## src/rtl/dm_msg_dispatch_pkg.sv

```systemverilog
// Shared constants for the dot-matrix message dispatcher: opcodes, FSM states
// and the matrix geometry defaults shared with the DotController and RX decoder.
package dm_msg_dispatch_pkg;

  localparam int DM_NUM_COLS   = 5;
  localparam int DM_ROW_W      = 7;
  localparam int DM_COL_ADDR_W = 5;

  localparam logic [7:0] OP_WRITE   = 8'h01;
  localparam logic [7:0] OP_FILL    = 8'h02;
  localparam logic [7:0] OP_CLEAR   = 8'h03;
  localparam logic [7:0] OP_PAIR    = 8'h04;
  localparam logic [7:0] OP_ENABLE  = 8'h05;
  localparam logic [7:0] OP_DISABLE = 8'h06;

  typedef enum logic [1:0] {
    ST_IDLE   = 2'd0,
    ST_DECODE = 2'd1,
    ST_WRITE  = 2'd2,
    ST_GAP    = 2'd3
  } state_t;

endpackage

```

## src/rtl/dm_msg_dispatch_sat_cnt8.sv

```systemverilog
// 8-bit up-counter that sticks at 255; used for the debug error/drop counters.
module dm_msg_dispatch_sat_cnt8 (
  input  logic       clk,
  input  logic       reset,
  input  logic       inc,
  output logic [7:0] count
);

  always_ff @(posedge clk) begin
    if (reset) begin
      count <= 8'd0;
    end else if (inc && (count != 8'hFF)) begin
      count <= count + 8'd1;
    end
  end

endmodule

```

## src/rtl/dm_msg_dispatch.sv

```systemverilog
// Turns decoded 4-byte UART messages into column writes for the dot-matrix
// controller. States: IDLE wait msg | DECODE validate | WRITE strobe | GAP pause.
module dm_msg_dispatch
  import dm_msg_dispatch_pkg::*;
#(
  parameter int NUM_COLS   = DM_NUM_COLS,
  parameter int ROW_W      = DM_ROW_W,
  parameter int COL_ADDR_W = DM_COL_ADDR_W
) (
  input  logic                  clk,
  input  logic                  reset,
  input  logic [31:0]           msg,
  input  logic                  msg_ready,
  output logic                  busy,
  output logic                  dm_write,
  output logic                  dm_enable,
  output logic [COL_ADDR_W-1:0] dm_col_addr,
  output logic [ROW_W-1:0]      dm_row_in,
  output logic [7:0]            err_cnt,
  output logic [7:0]            drop_cnt
);

  localparam logic [7:0] NUM_COLS8 = 8'(NUM_COLS);
  localparam logic [8:0] NUM_COLS9 = 9'(NUM_COLS);

  state_t state, state_d;
  logic [7:0] op_q, op_d, b1_q, b1_d;
  logic [ROW_W-1:0] ra_q, ra_d, rb_q, rb_d;
  logic busy_d, write_d, enable_d, err_inc, drop_inc, wr_start, more;
  logic [COL_ADDR_W-1:0] col_d;
  logic [ROW_W-1:0] row_d;
  logic [7:0] col8;
  logic [8:0] pair_hi;
  logic unused_msg_bits;

  // Row bits above ROW_W in bytes 2 and 3 carry no information.
  assign unused_msg_bits = &{1'b0, msg[15], msg[7]};

  assign col8     = 8'(dm_col_addr);
  // 9-bit so that byte1 = 0xFF cannot wrap around to column 0.
  assign pair_hi  = {1'b0, b1_q} + 9'd1;
  assign more     = (((op_q == OP_FILL) || (op_q == OP_CLEAR)) && (col8 < NUM_COLS8 - 8'd1)) ||
                    ((op_q == OP_PAIR) && (col8 == b1_q));
  assign drop_inc = msg_ready && (state != ST_IDLE);

  always_comb begin
    state_d  = state;
    busy_d   = busy;
    write_d  = 1'b0;
    enable_d = dm_enable;
    col_d    = dm_col_addr;
    row_d    = dm_row_in;
    op_d     = op_q;
    b1_d     = b1_q;
    ra_d     = ra_q;
    rb_d     = rb_q;
    err_inc  = 1'b0;
    wr_start = 1'b0;
    case (state)
      ST_IDLE: begin
        if (msg_ready) begin
          op_d    = msg[31:24];
          b1_d    = msg[23:16];
          ra_d    = msg[8 +: ROW_W];
          rb_d    = msg[0 +: ROW_W];
          state_d = ST_DECODE;
          busy_d  = 1'b1;
        end
      end
      ST_DECODE: begin
        state_d = ST_IDLE;
        busy_d  = 1'b0;
        case (op_q)
          OP_WRITE: begin
            if (b1_q < NUM_COLS8) begin
              wr_start = 1'b1;
              col_d    = b1_q[COL_ADDR_W-1:0];
              row_d    = ra_q;
            end else begin
              err_inc = 1'b1;
            end
          end
          OP_FILL: begin
            wr_start = 1'b1;
            col_d    = '0;
            row_d    = ra_q;
          end
          OP_CLEAR: begin
            wr_start = 1'b1;
            col_d    = '0;
            row_d    = '0;
          end
          OP_PAIR: begin
            if (pair_hi < NUM_COLS9) begin
              wr_start = 1'b1;
              col_d    = b1_q[COL_ADDR_W-1:0];
              row_d    = ra_q;
            end else begin
              err_inc = 1'b1;
            end
          end
          OP_ENABLE:  enable_d = 1'b1;
          OP_DISABLE: enable_d = 1'b0;
          default:    err_inc = 1'b1;
        endcase
        if (wr_start) begin
          state_d  = ST_WRITE;
          busy_d   = 1'b1;
          write_d  = 1'b1;
          enable_d = 1'b1;
        end
      end
      ST_WRITE: state_d = ST_GAP;
      ST_GAP: begin
        if (more) begin
          state_d = ST_WRITE;
          write_d = 1'b1;
          col_d   = dm_col_addr + COL_ADDR_W'(1);
          // FILL/CLEAR keep the same row pattern for every column.
          if (op_q == OP_PAIR) row_d = rb_q;
        end else begin
          state_d = ST_IDLE;
          busy_d  = 1'b0;
        end
      end
      default: state_d = ST_IDLE;
    endcase
  end

  always_ff @(posedge clk) begin
    if (reset) begin
      state       <= ST_IDLE;
      busy        <= 1'b0;
      dm_write    <= 1'b0;
      dm_enable   <= 1'b0;
      dm_col_addr <= '0;
      dm_row_in   <= '0;
      op_q        <= 8'd0;
      b1_q        <= 8'd0;
      ra_q        <= '0;
      rb_q        <= '0;
    end else begin
      state       <= state_d;
      busy        <= busy_d;
      dm_write    <= write_d;
      dm_enable   <= enable_d;
      dm_col_addr <= col_d;
      dm_row_in   <= row_d;
      op_q        <= op_d;
      b1_q        <= b1_d;
      ra_q        <= ra_d;
      rb_q        <= rb_d;
    end
  end

  dm_msg_dispatch_sat_cnt8 u_err_cnt (
    .clk   (clk),
    .reset (reset),
    .inc   (err_inc),
    .count (err_cnt)
  );

  dm_msg_dispatch_sat_cnt8 u_drop_cnt (
    .clk   (clk),
    .reset (reset),
    .inc   (drop_inc),
    .count (drop_cnt)
  );

endmodule

```

## config.mk

```make
export PLATFORM = sky130hd
export DESIGN_NAME = dm_msg_dispatch
export DESIGN_NICKNAME = d
export VERILOG_FILES = /design/src/rtl/dm_msg_dispatch_pkg.sv /design/src/rtl/dm_msg_dispatch_sat_cnt8.sv /design/src/rtl/dm_msg_dispatch.sv
export SDC_FILE = /design/constraint.sdc
export NUM_CORES = 1
export LEC_CHECK = 0
export BUFFER_PORTS_ARGS = -buffer_cell sky130_fd_sc_hd__buf_2
export CAP_MARGIN = 20
export CORE_ASPECT_RATIO = 0.8
export CORE_MARGIN = 1
export CORE_UTILIZATION = 48
export DETAILED_ROUTE_END_ITERATION = 16
export PLACE_DENSITY = 0.75
export SLEW_MARGIN = 20
export SYNTH_ARGS = -nofsm -noshare
export SYNTH_HDL_FRONTEND = slang
export SYNTH_SLANG_ARGS = --single-unit
```

## constraint.sdc

```tcl
create_clock -name clk -period 4.65 [get_ports clk]
set_clock_uncertainty 0.15 [all_clocks]
set_input_delay 0.465 -clock clk [delete_from_list [all_inputs] [get_ports clk]]
set_output_delay 0.465 -clock clk [all_outputs]
set_load 0.005 [all_outputs]
```

==> results <==
- In this run the mean area of a mapped cell was 8.400 um^2.
- The netlist uses between 50 and 60 different library cells.
- The largest net degree at the start of global routing is 56.
- The hold violation total from the final report came to 0.
- The floorplan step set the die height to 75.32 um.
- The post-cts hold buffer count is 0.
- The post-synthesis instance total is roughly 380.
- The post-synthesis share of cell area spent on and, or, nand and nor gates is between 20 and 30%.
- The proportion of layout cells with a drive suffix above 1 is around a quarter.
- The wire length on met1 is 3.435 mm.
- The detailed-routed wire length on met2 is 3.038 mm.
- Grouping stages by cell kind, the critical path spends the most delay in simple AND/OR/NAND/NOR gates.
- Counting I/O delays and the setup requirement, the final critical path takes around 2.5 ns.
- At the later pin of the worst-skew pair, clock insertion delay measures ~0.35 ns.
- The first routing iteration left 172 violations.
- Summing the areas of all fa, ha and maj instances in the mapped netlist gives under 10% of the synthesized area.
- The initial antenna violation count is 0.
- Before antenna repair, the detailed router went through 4 iterations.
- The detailed-route vias per instance is 5.372.
- The maximum net fanout on the critical path is 15.
- STA classifies the critical path endpoint as a flop.
- The clock net in this run drives a total of between 60 and 70 sinks.
- The routed via count is 2804.
- By startpoint and endpoint, the worst setup path is classified as reg -> reg.
- The largest total area in the synthesized netlist belongs to dfxtp_1.
- The TritonCTS clock tree is done.
- The antenna diode instance count is 0.
- The number of setup violations in the final report is 0.
- The slowest stage of the critical path belongs to the cell and2_0.
- During placement, the flow inserted port buffers numbering 63.
- After legalization and detailed placement, the total HPWL measured a little under 5 mm.
- The worst pin sits at a relative slew slack of approximately 31%.
- The flow ran to the end, and the final reports show no timing, DRC or antenna violations.
- The longest clock path from root to sink contains 2 buffers.
- From left edge to right edge, the die measures between 90 and 100 um.
- The reported leakage power is approximately 1.6 nW.
- Counting flops with a built-in enable in the synthesized netlist gives 0.
- The number of gates resized after cts is 0.
- For the worst setup path, the data arrival time is ~2.6 ns.
- The share of the synthesized area in compound gates (AO/OA/AOI/OAI) is between 15 and 20%.
- VDD sags by at most 0.2033 mV.
- After synthesis, the cell types taking the most area are dfxtp_1 39%, nand2_1 7.8%, a21oi_1 6.5%, mux2_2 6.3%, nor2b_1 3.9%.
- Of the post-synthesis cell area, the part taken by muxes is under 10%.
- The kind of start point of the critical path is a flop.
- At the end of routability-driven placement, the weighted congestion stood at around 0.81.
- The final number of max-transition violations is 0.
- The overall die area is ~7100 um^2.
- The global-route wire length before repair is 11.39 mm.
- At the pin with the least slew margin, the transition time is 1.029 ns.
- The synthesized netlist devotes roughly 4.1% of its cell area to XOR and XNOR gates.
- CTS placed an instance of clkbuf_8 at the clock tree root.
- On the worst path, the slowest cell contributes a delay of approximately 0.77 ns.
- Setup repair after global routing left no endpoint under its margin.
- The total buffers and inverters traversed by the critical path is 0.
- The area fraction of the dominant cell type after synthesis is around two fifths.
- From synthesis to final layout, the design area changed by 15.59%.
- After detailed routing, the met3 layer carries about 320 um of wire.
- The share of flip-flops with an asynchronous set or reset after synthesis is 0%.
- Of the synthesized area, sequential elements account for between 30% and 40%.
- Pin placement for this block handled between 60 and 70 I/O pins.
- The share of the core filled with cells in the final layout is between 50% and 60%.
- The via count of the first global-routing pass is between 2000 and 2500.
- For this design the ratio of total power to cell area is 315.5 nW/um^2.
- Synthesis inferred 63 register bits.
- The clock-pin transition on the worst setup and hold timing paths is approximately 0.070 ns.
- The highest metal layer carrying signal wires in the routed design is met4.
- At the end of the flow, the number of nets in the layout was 473.
- The overall track demand over capacity in global routing is 20.89%.
- After layout, the worst path uses 53.54% of the clock period.
- The wire length per cell after detailed routing is 13.18 um.
- In the final timing run, aggregate negative setup slack is 0 ns.
- The total number of yosys warnings is 0.
- Summing every instance area after synthesis gives 3226 um^2.
- After floorplanning, the core was sized to cover between 6000 and 7000 um^2.
- Global routing finished with a remaining overflow of 0.
- The highest achievable clock rate is approximately 0.4 GHz.
- For this block, the routed nets add up to between 6 and 7 mm of wire.
- The required time of the worst setup path is roughly 4.7 ns.
- The leading cell type by number of instances after synthesis is nand2_1.
- Buffers added to address setup during post-CTS repair amount to 0.
- The largest family of logic cells by synthesized area is simple AND/OR/NAND/NOR gates.
- The critical path goes through and2_0, a31oi_1, a22oi_1, nor2_1, mux2_2.
- Among all flip-flop cells after synthesis, the most frequent one is dfxtp_1.
- The number of rows in the core area is 26.
- The commonest cells after synthesis are 67 x nand2_1, 63 x dfxtp_1, 42 x a21oi_1.
- The number of CTS-inserted buffers is 9.
- The min-delay analysis places its worst path in the category in -> reg.
- Synthesis produced a netlist with a net count of between 400 and 500.
- In this run the number of H-tree levels came out at 3.
- In this run the remaining antenna-violating nets after routing total 0.
- The max-capacitance violation count is 0.
- The initial core utilization is between 50% and 60%.
- For this run, design rule violations remaining after detail routing come to 0.
-- metrics by stage --
| step | hold WS, ns | cells | setup WS, ns | area (um^2) | total power, mW |
|---|---|---|---|---|---|
| floorplan | 0.2860 | 384 | 2.473 | 3226 | 0.7026 |
| global placement | 0.2935 | 506 | 2.182 | 3537 | 0.7350 |
| detailed placement | 0.2967 | 506 | 2.172 | 3537 | 0.7399 |
| CTS | 0.1889 | 522 | 2.159 | 3729 | 1.188 |
| global route | 0.1963 | 522 | 1.956 | 3729 | 1.231 |
| finish | 0.1986 | 522 | 2.160 | 3729 | 1.176 |
-- flip-flops by register name (all words and copies together) (netlist names) --
name and cells:
b1_q 8, op_q 8, u_drop_cnt.count 8, u_err_cnt.count 8
dm_row_in 7, ra_q 7, rb_q 7, dm_col_addr 5
state 2, busy 1, dm_enable 1, dm_write 1
-- placed cells by master, fill, tap and decap left out, types with 2 or more instances in the layout --
cell type,instances
a211oi_1,2
a21oi_1,42
a22oi_1,10
a22oi_4,2
a31oi_1,3
a41oi_1,3
and2_1,3
and3_1,4
and3_2,2
buf_2,63
clkbuf_8,11
clkinv_4,2
dfxtp_1,63
ha_1,5
inv_1,5
inv_6,2
mux2_2,18
mux2i_1,2
nand2_1,67
nand2b_1,4
nand3_1,7
nand3b_1,2
nand4_1,10
nor2_1,31
nor2b_1,20
nor3_1,4
nor3_4,2
nor3b_1,2
nor4_1,2
nor4b_1,4
o21ai_0,4
xnor2_1,9
xor2_1,6
-- final timing paths --
| check | slack [ns] | end | startpoint | cells past startpoint |
|---|---|---|---|---|
| worst max-delay path | 2.16 | dm_row_in[5] | state[1] | 5 |
| worst min-delay path | 0.20 | rb_q[3] | msg[3] | 3 |
| worst max register to register | 2.16 | dm_row_in[5] | state[1] | 5 |
| worst min register to register | 0.31 | rb_q[3] | rb_q[3] | 2 |
-- routing by layer --
layer	vias up	global-route usage, %
met5	-	0
met4	0	7.179
met3	9	5.888
met2	69	33.33
met1	1289	27.58
li1	1437	-
-- area by class of cell --
type	instances	area [um^2]
fill	602	2713
multi-input combinational	290	1829
sequential	63	1261
inverter	5	18.77
clock buffer	11	151.4
timing repair buffer	64	322.8
tap	84	105.1
clock inverter	5	40.04
-- logic make-up (layout without fill, tap and decap cells) --
| group | Yosys count | in the layout |
|---|---|---|
| muxes | 20 | 20 |
| and+or+nand+nor | 173 | 173 |
| adders and majority gates | 5 | 5 |
| xor gates and xnor gates | 15 | 15 |
| AOI/OAI and AO/OA | 77 | 77 |
| DFF | 63 | 63 |
| buffers and inverters | 31 | 85 |
-- worst register-to-register path: stages, from the launching register on --
cell and delay, ns:
dfxtp_1 0.51, and2_0 0.77, a31oi_1 0.35, a22oi_1 0.25, nor2_1 0.06, mux2_2 0.29
-- power by group --
part	switching (mW)	leakage (nW)	total, mW	internal [mW]
clock	0.222	0.100	0.449	0.227
combinational	0.0809	0.997	0.140	0.0593
sequential	0.0262	0.513	0.587	0.561
Power figures use the tool's default switching activity.
